==> src/rtl/adder_sched_pkg.sv <==
// Shared types and helpers for the SNN adder-node partial-sum scheduler.
package adder_sched_pkg;

    typedef enum logic [2:0] {
        IDLE    = 3'd0,
        RD_REQ  = 3'd1,
        RD_WAIT = 3'd2,
        SUM     = 3'd3,
        OUT     = 3'd4
    } state_t;

    localparam int LANES = 3;

    // Saturating add clamped to 2^w-1; operands must stay below 2^31.
    function automatic logic [31:0] sat_add(input logic [31:0] a, input logic [31:0] b,
                                            input int unsigned w);
        logic [31:0] sum_s;
        logic [31:0] max_s;
        sum_s = a + b;
        max_s = (32'd1 << w) - 32'd1;
        if (sum_s > max_s) begin
            sat_add = max_s;
        end else begin
            sat_add = sum_s;
        end
    endfunction

endpackage

==> src/rtl/adder_sched_cq.sv <==
// Completion queue: synchronous FIFO of neuron indices awaiting the adder.
module adder_sched_cq
    import adder_sched_pkg::*;
#(
    parameter int IDX_W = 5,
    parameter int DEPTH = 4
) (
    input  logic             clk,
    input  logic             rst_n,
    input  logic             push,
    input  logic [IDX_W-1:0] push_idx,
    input  logic             pop,
    output logic [IDX_W-1:0] head_idx,
    output logic             full,
    output logic             empty
);

    localparam int PTR_W = $clog2(DEPTH);

    logic [IDX_W-1:0] mem_r [DEPTH];
    logic [PTR_W-1:0] wr_ptr_r;
    logic [PTR_W-1:0] rd_ptr_r;
    logic [PTR_W:0]   cnt_r;
    logic             wr_ok_s;
    logic             rd_ok_s;

    assign full     = (cnt_r == (PTR_W+1)'(DEPTH));
    assign empty    = (cnt_r == {(PTR_W+1){1'b0}});
    // A full queue still takes a push when the head leaves in the same cycle.
    assign wr_ok_s  = push & (~full | pop);
    assign rd_ok_s  = pop & ~empty;
    assign head_idx = mem_r[rd_ptr_r];

    // Storage, pointers and occupancy count.
    always_ff @(posedge clk or negedge rst_n) begin
        if (!rst_n) begin
            for (int i = 0; i < DEPTH; i++) begin
                mem_r[i] <= {IDX_W{1'b0}};
            end
            wr_ptr_r <= {PTR_W{1'b0}};
            rd_ptr_r <= {PTR_W{1'b0}};
            cnt_r    <= {(PTR_W+1){1'b0}};
        end else begin
            if (wr_ok_s) begin
                mem_r[wr_ptr_r] <= push_idx;
                wr_ptr_r        <= wr_ptr_r + PTR_W'(1);
            end
            if (rd_ok_s) begin
                rd_ptr_r <= rd_ptr_r + PTR_W'(1);
            end
            case ({wr_ok_s, rd_ok_s})
                2'b10:   cnt_r <= cnt_r + (PTR_W+1)'(1);
                2'b01:   cnt_r <= cnt_r - (PTR_W+1)'(1);
                default: cnt_r <= cnt_r;
            endcase
        end
    end

endmodule

==> src/rtl/adder_psum_scheduler.sv <==
// Collects three partial-sum lanes per output neuron and sequences the
// fetch / add / threshold / write-back of each completed neuron.
module adder_psum_scheduler
    import adder_sched_pkg::*;
#(
    parameter int PSUM_W   = 9,
    parameter int POT_W    = 10,
    parameter int NEURON_N = 25,
    parameter int IDX_W    = 5,
    parameter int THRESH   = 64,
    parameter int CQ_DEPTH = 4
) (
    input  logic              clk,
    input  logic              rst_n,
    input  logic              psum_valid,
    output logic              psum_ready,
    input  logic [1:0]        psum_lane,
    input  logic [IDX_W-1:0]  psum_idx,
    input  logic [PSUM_W-1:0] psum_data,
    output logic              mem_rd_req,
    output logic [IDX_W-1:0]  mem_rd_idx,
    input  logic              mem_rd_valid,
    input  logic [POT_W-1:0]  mem_rd_data,
    output logic              mem_wr_en,
    output logic [IDX_W-1:0]  mem_wr_idx,
    output logic [POT_W-1:0]  mem_wr_data,
    output logic              out_valid,
    input  logic              out_ready,
    output logic [IDX_W-1:0]  out_idx,
    output logic [POT_W-1:0]  out_sum,
    output logic              out_spike,
    output logic              busy
);

    logic [LANES-1:0]  vld_r  [NEURON_N];
    logic [PSUM_W-1:0] data_r [NEURON_N][LANES];

    state_t            state_r;
    state_t            state_next_s;
    logic [IDX_W-1:0]  head_r;
    logic [IDX_W-1:0]  out_idx_r;
    logic [POT_W-1:0]  pot_r;
    logic [POT_W-1:0]  out_sum_r;
    logic [POT_W-1:0]  wr_data_r;
    logic              out_spike_r;
    logic              out_valid_r;
    logic              rd_req_r;

    logic [LANES-1:0]  lane_oh_s;
    logic [LANES-1:0]  cur_vld_s;
    logic              idx_ok_s;
    logic              ready_s;
    logic              accept_s;
    logic              push_s;
    logic              hs_s;
    logic              cq_full_s;
    logic              cq_empty_s;
    logic [IDX_W-1:0]  cq_head_s;
    logic [POT_W+1:0]  psum_tot_s;
    logic [POT_W-1:0]  sat_s;
    logic              spike_s;

    adder_sched_cq #(
        .IDX_W (IDX_W),
        .DEPTH (CQ_DEPTH)
    ) u_cq (
        .clk      (clk),
        .rst_n    (rst_n),
        .push     (push_s),
        .push_idx (psum_idx),
        .pop      (hs_s),
        .head_idx (cq_head_s),
        .full     (cq_full_s),
        .empty    (cq_empty_s)
    );

    // Offer qualification: lane decode, duplicate and queue-full stalls.
    always_comb begin
        lane_oh_s = 3'b000;
        cur_vld_s = 3'b000;
        case (psum_lane)
            2'd0:    lane_oh_s = 3'b001;
            2'd1:    lane_oh_s = 3'b010;
            2'd2:    lane_oh_s = 3'b100;
            default: lane_oh_s = 3'b000;
        endcase
        idx_ok_s = (psum_idx < IDX_W'(NEURON_N));
        if (idx_ok_s) begin
            cur_vld_s = vld_r[psum_idx];
        end else begin
            cur_vld_s = 3'b000;
        end
        ready_s  = idx_ok_s & (lane_oh_s != 3'b000) & ((cur_vld_s & lane_oh_s) == 3'b000)
                 & ~(((cur_vld_s | lane_oh_s) == 3'b111) & cq_full_s);
        accept_s = psum_valid & ready_s;
        push_s   = accept_s & ((cur_vld_s | lane_oh_s) == 3'b111);
    end

    // Head bits still read as set during the handshake cycle, so a re-offer waits one more cycle.
    always_ff @(posedge clk or negedge rst_n) begin
        if (!rst_n) begin
            for (int n = 0; n < NEURON_N; n++) begin
                vld_r[n] <= {LANES{1'b0}};
                for (int l = 0; l < LANES; l++) begin
                    data_r[n][l] <= {PSUM_W{1'b0}};
                end
            end
        end else begin
            if (hs_s) begin
                vld_r[head_r] <= {LANES{1'b0}};
            end
            if (accept_s) begin
                vld_r[psum_idx][psum_lane]  <= 1'b1;
                data_r[psum_idx][psum_lane] <= psum_data;
            end
        end
    end

    // Potential plus the three lanes of the head neuron, saturated.
    always_comb begin
        psum_tot_s = (POT_W+2)'(data_r[head_r][2'd0]) + (POT_W+2)'(data_r[head_r][2'd1])
                   + (POT_W+2)'(data_r[head_r][2'd2]);
        sat_s      = POT_W'(sat_add(32'(pot_r), 32'(psum_tot_s), POT_W));
        spike_s    = (sat_s >= POT_W'(THRESH));
    end

    assign hs_s = out_valid_r & out_ready;

    // Next-state logic of the sequencing FSM.
    always_comb begin
        state_next_s = state_r;
        case (state_r)
            IDLE: begin
                if (!cq_empty_s) begin
                    state_next_s = RD_REQ;
                end else begin
                    state_next_s = IDLE;
                end
            end
            RD_REQ:  state_next_s = RD_WAIT;
            RD_WAIT: begin
                if (mem_rd_valid) begin
                    state_next_s = SUM;
                end else begin
                    state_next_s = RD_WAIT;
                end
            end
            SUM:     state_next_s = OUT;
            OUT: begin
                if (hs_s) begin
                    state_next_s = IDLE;
                end else begin
                    state_next_s = OUT;
                end
            end
            default: state_next_s = IDLE;
        endcase
    end

    // State register plus registered strobes and result fields.
    always_ff @(posedge clk or negedge rst_n) begin
        if (!rst_n) begin
            state_r     <= IDLE;
            rd_req_r    <= 1'b0;
            out_valid_r <= 1'b0;
            head_r      <= {IDX_W{1'b0}};
            pot_r       <= {POT_W{1'b0}};
            out_idx_r   <= {IDX_W{1'b0}};
            out_sum_r   <= {POT_W{1'b0}};
            out_spike_r <= 1'b0;
            wr_data_r   <= {POT_W{1'b0}};
        end else begin
            state_r     <= state_next_s;
            rd_req_r    <= (state_next_s == RD_REQ);
            out_valid_r <= (state_next_s == OUT);
            if ((state_r == IDLE) && !cq_empty_s) begin
                head_r <= cq_head_s;
            end
            if ((state_r == RD_WAIT) && mem_rd_valid) begin
                pot_r <= mem_rd_data;
            end
            if (state_r == SUM) begin
                out_idx_r   <= head_r;
                out_sum_r   <= sat_s;
                out_spike_r <= spike_s;
                wr_data_r   <= spike_s ? {POT_W{1'b0}} : sat_s;
            end
        end
    end

    assign psum_ready  = ready_s;
    assign mem_rd_req  = rd_req_r;
    assign mem_rd_idx  = head_r;
    assign mem_wr_en   = hs_s;
    assign mem_wr_idx  = head_r;
    assign mem_wr_data = wr_data_r;
    assign out_valid   = out_valid_r;
    assign out_idx     = out_idx_r;
    assign out_sum     = out_sum_r;
    assign out_spike   = out_spike_r;
    assign busy        = (state_r != IDLE) | ~cq_empty_s;

endmodule

==> config.mk <==
export PLATFORM = sky130hd
export DESIGN_NAME = adder_psum_scheduler
export DESIGN_NICKNAME = d
export VERILOG_FILES = /design/src/rtl/adder_sched_pkg.sv /design/src/rtl/adder_sched_cq.sv /design/src/rtl/adder_psum_scheduler.sv
export SDC_FILE = /design/constraint.sdc
export NUM_CORES = 1
export LEC_CHECK = 0
export ABC_AREA = 1
export CORE_UTILIZATION = 30
export CTS_CLUSTER_SIZE = 8
export DETAILED_ROUTE_END_ITERATION = 10
export PLACE_DENSITY = 0.48
export SLEW_MARGIN = 20
export SYNTH_ARGS = -nofsm -noshare
export SYNTH_HDL_FRONTEND = slang
export SYNTH_SLANG_ARGS = --single-unit
==> constraint.sdc <==
create_clock -name clk -period 5.85 [get_ports clk]
set_input_delay 1.4625 -clock clk [delete_from_list [all_inputs] [get_ports clk]]
set_output_delay 1.4625 -clock clk [all_outputs]
set_load 0.01 [all_outputs]
Yosys cells after proc, flatten, opt, wreduce, memory -nomap -nowiden --
Index checks and enable logic that the tools add are counted.
Operators by class: shift-type cells 0, equality and inequality tests 12, div/mod/pow operators 0, $lt $le $gt $ge 14, bitwise operators 24, $add $sub $neg 7, reduce and logical (&&, ||, !) cells 15, $mul 0, muxes and demuxes 34
Operators by type and width (count):
- 675-bit bitwise mux | 1
- 75-bit 2-to-1 mux | 2
- 27-bit binary-select mux with 5-bit select | 1
- 27-bit demux with 5-bit select | 1
- 27-bit 2-to-1 mux | 3
- 75-bit bitwise AND | 1
- 75-bit NOT | 1
- 75-bit bitwise OR | 1
- 3-bit demux with 5-bit select | 2
- 20-bit bitwise mux | 1
- 10-bit 2-to-1 mux | 2
- 9-bit demux with 2-bit select | 1
- 3-bit 2-to-1 mux | 6
- 3-bit binary-select mux with 5-bit select | 1
- 5-bit 2-to-1 mux | 3
- 3-bit one-hot mux with 5 select lines | 1
- 10-bit by 11-bit adder with 12-bit output | 1
- 3-bit == test, second input constant | 4
- 6-bit greater-or-equal comparator, second input constant | 2
- 12-bit by 10-bit greater-than comparator with 1-bit output, second input constant | 1
- 6-bit by 1-bit < comparator with 1-bit output, second input constant | 2
- 5-bit NOT with 6-bit output | 2
- 10-bit by 9-bit adder with 11-bit output | 1
- 9-bit by 9-bit adder with 10-bit output | 1
- 32 further kinds | 64
Storage, ports and cells: ROM bits 0, memories 0, latch bits 0, word-level logic and storage cells 222, flip-flop bits (word level) 823, memory bits (writable) 0

Logic depth before layout (Yosys ltp) --
word-level depth 15, gate-level depth with buffers 28, mapped depth without buffers 26

Hierarchy --
A second synthesis with hierarchy kept.
Second synthesis, totals: cell total of the unflattened synthesis 4798, area total of the unflattened synthesis 41068.1 um^2
Modules (own cells, without submodules):
- adder_psum_scheduler | cells an instance 4634, instances 1, area each 39664.3 um^2
- adder_sched_cq | cells an instance 164, instances 1, area each 1403.8 um^2

Least setup slack after synthesis --
No wires, ideal clock.
path kind flip-flop to flip-flop, start point register head_r[3] (netlist: mem_rd_idx[3]), end point register out_spike_r (netlist: out_spike), arrival time 4773 ps, period minus slack after synthesis 4890 ps, path buffers 3, setup slack 960 ps, stages on the path, launching flop included 20, setup time 117 ps, required time 5733 ps, path through dfrtp_1 > clkbuf_1 > nor3_1 > inv_1 > clkbuf_1 > buf_1 > a21oi_1 > nor4_1 > fa_1 > fa_1 > inv_1 > ha_1 > fa_1 > and3_1 > a211oi_1 > nand3_1 > a21oi_1 > nand2_1 > nand2_1 > nand2_1
Between the ends: cells in the longest elaborated chain, start to end 10
Ends and longest elaborated chain:
- start, declared | RTL line adder_psum_scheduler.sv:40 | logic [IDX_W-1:0] head_r;
- start signal, assigned | RTL line adder_psum_scheduler.sv:166 | head_r <= {IDX_W{1'b0}};
- start signal, assigned | RTL line adder_psum_scheduler.sv:177 | head_r <= cq_head_s;
- 5-bit NOT with 6-bit output (not written as such) * | RTL line adder_psum_scheduler.sv:121, adder_psum_scheduler.sv:122
- 27-bit binary-select mux with 5-bit select * | RTL line adder_psum_scheduler.sv:121, adder_psum_scheduler.sv:122
- 27-bit 2-to-1 mux (not written as such) * (2 in series) | RTL line adder_psum_scheduler.sv:122 | + (POT_W+2)'(data_r[head_r][2'd2]);
- 9-bit by 9-bit adder with 10-bit output | RTL line adder_psum_scheduler.sv:121 | psum_tot_s = (POT_W+2)'(data_r[head_r][2'd0]) + (POT_W+2)'(data_r[head_r][2'd1])
- 10-bit by 9-bit adder with 11-bit output * | RTL line adder_psum_scheduler.sv:122
- 10-bit by 11-bit adder with 12-bit output * | RTL line adder_sched_pkg.sv:19 | sum_s = a + b;
- 12-bit by 10-bit greater-than comparator with 1-bit output | RTL line adder_sched_pkg.sv:21 | if (sum_s > max_s) begin
- 10-bit 2-to-1 mux * | RTL line adder_sched_pkg.sv:21
- 10-bit by 7-bit greater-or-equal comparator with 1-bit output * | RTL line adder_psum_scheduler.sv:124 | spike_s = (sat_s >= POT_W'(THRESH));
- end signal, assigned | RTL line adder_psum_scheduler.sv:185 | out_spike_r <= spike_s;
- end, declared | RTL line adder_psum_scheduler.sv:45 | logic out_spike_r;
Every way passes the cells marked *; elsewhere a longest branch is shown, timed or not. The select of a mux whose other input is x is not followed. A chain may end at the register's enable or synchronous reset.

Worst setup path after layout --
start point register head_r[1] (netlist: mem_rd_idx[1]), end point register out_spike_r (netlist: out_spike)
The elaborated chain is that of the path after synthesis.

==> impl_table.tex <==
\begin{tabular}{lr}
\hline
Metric & Value \\
\hline
\multicolumn{2}{l}{\textbf{Cells and area}} \\
Post-route cell area & approximately 43000 µm² \\
Share of layout cells above drive strength 1 & 8.82\% \\
Fill cell total of the finished layout & 12931 \\
Multi-input gate area & 15200 µm² \\
Combined flip-flop and latch cell area & 20600 µm² \\
Antenna fix cells & 0 \\
Area growth, synth to finish & 14.7\% \\
Post-layout net count & 4239 \\
\multicolumn{2}{l}{\textbf{Worst setup path}} \\
Launch point of the critical path & mem\_rd\_idx[1] \\
CP most frequent cell & nand2\_1 \\
Slowest library cell on the worst path & fa\_1 \\
Worst Reg-to-Reg Cells & 28 \\
Critical path's largest stage delay & approximately 0.54 ns \\
Worst-path fanout max & 32 \\
Launch point of the worst reg-to-reg path & mem\_rd\_idx[1] \\
Worst reg2reg path endpoint & out\_spike \\
Capturing element type of the critical path & flip-flop \\
Register-to-register setup slack & around 0.26 ns \\
Setup Crit Path Kind & flip-flop to flip-flop \\
Arrival @ worst endpoint & 6.17 ns \\
Crit start category & flip-flop \\
WP data required & approximately 6.4 ns \\
Destination of the critical timing path & out\_spike \\
\multicolumn{2}{l}{\textbf{Route}} \\
DRT iter0 DRCs & approximately 3200 \\
Detailed-routing iteration count for the pre-antenna-repair pass & 5 \\
Drc violations & 0 \\
Final routed wirelength across all metal layers & 131000 µm \\
Ratio of routed vias to standard cells & 5.20 \\
Routed length per instance & 22.6 µm \\
Number of nets with antenna violations after detailed routing & 0 \\
Number of vias after detailed routing & 30254 \\
\multicolumn{2}{l}{\textbf{Timing}} \\
RSZ-0062 raised after global routing & no \\
Slew headroom & 18.7\% \\
Clock tree skew after final layout & 0.0238 ns \\
Achievable clock frequency & 179 MHz \\
Setup violations, final & 0 \\
Max Slew Vio Count & 0 \\
Measured slew at the worst slew-check pin & between 1 and 1.5 ns \\
Share of the clock period used by the worst path & 95.6\% \\
Count of endpoints failing hold in the final timing report & 0 \\
Final min period & 5.59 ns \\
\multicolumn{2}{l}{\textbf{Floorplan}} \\
Horiz. Die Dim & 357 µm \\
I/O pin count & a little over 70 \\
Floorplan row count & $\sim$130 \\
Initial core utilization & 30.4\% \\
Overall die height & 357 µm \\
Die footprint & approximately 130000 µm² \\
Area of the placeable core & roughly 120000 µm² \\
\multicolumn{2}{l}{\textbf{Flow run}} \\
Max capacitance violation total & 0 \\
\multicolumn{2}{l}{\textbf{Yosys}} \\
Number of different library cells in the post-synthesis netlist & 45 \\
Synthesized area per cell & 9.10 µm² \\
Area of the mapped netlist & 37700 µm² \\
Yosys top cell by area & dfrtp\_1 \\
Area share of the leading cell type in the synthesized netlist & 54.6\% \\
Top-count cell post-synth & nand2\_1 \\
Prevailing post-synth register cell & dfrtp\_1 \\
Flops \& latches, synth & 823 \\
Synth cell count leaders & nand2\_1 (1319), dfrtp\_1 (823), o21ai\_1 (675) \\
Syn Inst Count & roughly 4100 \\
Number of flops mapped to enable cells by yosys & 0 \\
FFs w/ async S/R, synth & 100\% \\
Count of synthesis-stage warnings from yosys & 0 \\
Largest cells by area after synthesis & dfrtp\_1 (55\%), nand2\_1 (13\%), o21ai\_1 (9.0\%), a22oi\_1 (6.2\%), nand3\_4 (3.5\%) \\
Sequential cell area fraction in the yosys report & a little over half \\
Syn Nets & 4212 \\
\multicolumn{2}{l}{\textbf{Global route}} \\
Total overflow reported by the global router & 0 \\
First-pass GRT wire length & 200000 µm \\
Pin count of the biggest net entering global routing & 119 \\
Via count of the first global-routing pass & about 29000 \\
Number of antenna violations at the first check in global routing & 1 \\
Global Route Usage Sum & 20.8\% \\
\multicolumn{2}{l}{\textbf{Clocking}} \\
CTS tree & yes \\
Worst-path clk slew & 0.05 ns \\
Max Root-Sink Buffers & 3 \\
Clock sink count & approximately 820 \\
Number of buffers added to fix hold violations after cts & 0 \\
Total clock buffers created by CTS & 113 \\
H-Tree Depth & 3 \\
Skew-Pair Late Insertion Delay & 0.71 ns \\
Buffer cell driving the clock tree root & clkbuf\_16 \\
\multicolumn{2}{l}{\textbf{Place}} \\
Last weighted congestion value of the routability-driven placer & 0.912 \\
Placed cell areas & 40300 µm² \\
Port-buffer cells & 71 \\
HPWL Detailed & 87500 µm \\
\multicolumn{2}{l}{\textbf{Worst hold path}} \\
Worst hold path startpoint & u\_cq.mem\_r[6] \\
Hold Path Class & flip-flop to flip-flop \\
\multicolumn{2}{l}{\textbf{Power}} \\
Final total power & between 0.015 and 0.02 W \\
Worst voltage drop across the vdd grid & 0.220 mV \\
Static leakage & 19.1 nW \\
Power Dens Cells & between 300 and 400 nW/µm² \\
\multicolumn{2}{l}{\textbf{Outcome}} \\
Status & finished clean \\
\hline
\end{tabular}
==> critical path, delay by kind of cell, from the launching register on <==
family	cells	cell delay (ns)
AO/OA/AOI/OAI	5	1.19
adder cells (fa/ha/maj)	3	1.34
buffers and inverters	6	0.94
flip-flops	1	0.46
AND/OR/NAND/NOR	14	1.50
==> cell families (layout without fill, tap and decap cells) <==
kind of cell / Yosys count / in the layout / synth area share, %
XOR/XNOR: 9 / 9 / 0.209
multiplexers: 2 / 2 / 0.0597
flip-flops: 823 / 823 / 54.6
buffers and inverters: 410 / 446 / 5.27
AO/OA/AOI/OAI: 1192 / 1192 / 18.3
AND/OR/NAND/NOR: 1675 / 1675 / 20.0
adder cells (fa/ha/maj): 35 / 35 / 1.54
==> placed cells by master (no fill, tap or decap), types with 4 or more instances in the layout <==
cell / Yosys / layout
a211o_1: 9 / 9
a21boi_0: 11 / 10
a21oi_1: 94 / 94
a22o_1: 9 / 9
a22oi_1: 312 / 312
buf_12: 7 / 21
buf_4: 12 / 107
clkbuf_16: 0 / 115
clkdlybuf4s50_1: 0 / 69
clkinv_1: 6 / 4
clkinv_2: 0 / 7
dfrtp_1: 823 / 823
fa_1: 19 / 19
ha_1: 16 / 16
inv_1: 114 / 105
inv_2: 3 / 4
inv_6: 0 / 5
nand2_1: 1319 / 1319
nand3_1: 47 / 46
nand3_4: 75 / 75
nand4_1: 19 / 19
nor2_1: 164 / 162
nor2_2: 5 / 5
nor3_1: 13 / 8
nor3_2: 0 / 5
nor4_1: 21 / 18
o21ai_0: 41 / 41
o21ai_1: 675 / 675
o22ai_1: 28 / 28
or2_2: 5 / 5
xor2_1: 7 / 7
==> routing by layer <==
metal	part of all wire [%]	wire length (µm)	global-route usage [%]
met2	44	57700	31.2
met5	0	0	0
met4	2.4	3140	5.61
met3	6.0	7900	3.30
met1	48	62700	30.7
==> worst min-delay path by stage <==
stage	end	cells past startpoint
floorplan	u_cq.mem_r[5]	2
global placement	u_cq.mem_r[8]	2
detailed placement	u_cq.mem_r[7]	2
CTS	u_cq.mem_r[8]	2
global route	vld_r[15]	2
finish	u_cq.mem_r[6]	2
==> area by class of cell <==
cell class / instances / share of cell area, %
clock buffer: 118 / 6.70
clock inverter: 6 / 0.185
inverter: 123 / 1.12
multi-input combinational: 2913 / 35.2
sequential: 823 / 47.6
tap: 1637 / 4.73
timing repair buffer: 199 / 4.48
==> stage by stage <==
stage	setup WS (ns)	instances	setup TNS [ns]	util (%)	hold WS [ns]
floorplan	0.960	4146	0	-	0.437
global placement	-0.0518	5695	-0.0755	32.4	0.452
detailed placement	0.0364	5695	0	32.4	0.458
CTS	0.000326	5819	0	34.8	0.471
global route	0.00303	5819	0	34.8	0.485
finish	0.257	5819	0	34.8	0.468
==> repair_timing <==
action,CTS,global route
gates resized for setup,0,6
setup endpoints to repair,0,16
buffers inserted,0,0
==> sequential cells by signal, summed over array words and instances, names as in the netlist <==
register and count:
mem_wr_data 10, u_cq.cnt_r 3, out_valid 1, mem_rd_req 1
u_cq.rd_ptr_r 2, u_cq.wr_ptr_r 2, state_r 3, mem_rd_idx 5
u_cq.mem_r 20, pot_r 10, data_r 675, out_idx 5
out_sum 10, out_spike 1, vld_r 75
==> report_power, final <==
group          total [W]  internal [W]  switching [W]  leakage [nW]
sequential       0.00652       0.00619       0.000328          11.2
clock            0.00589       0.00344        0.00245          1.46
combinational    0.00443       0.00145        0.00299          6.42
No activity file was read; power rests on OpenSTA's default activity.
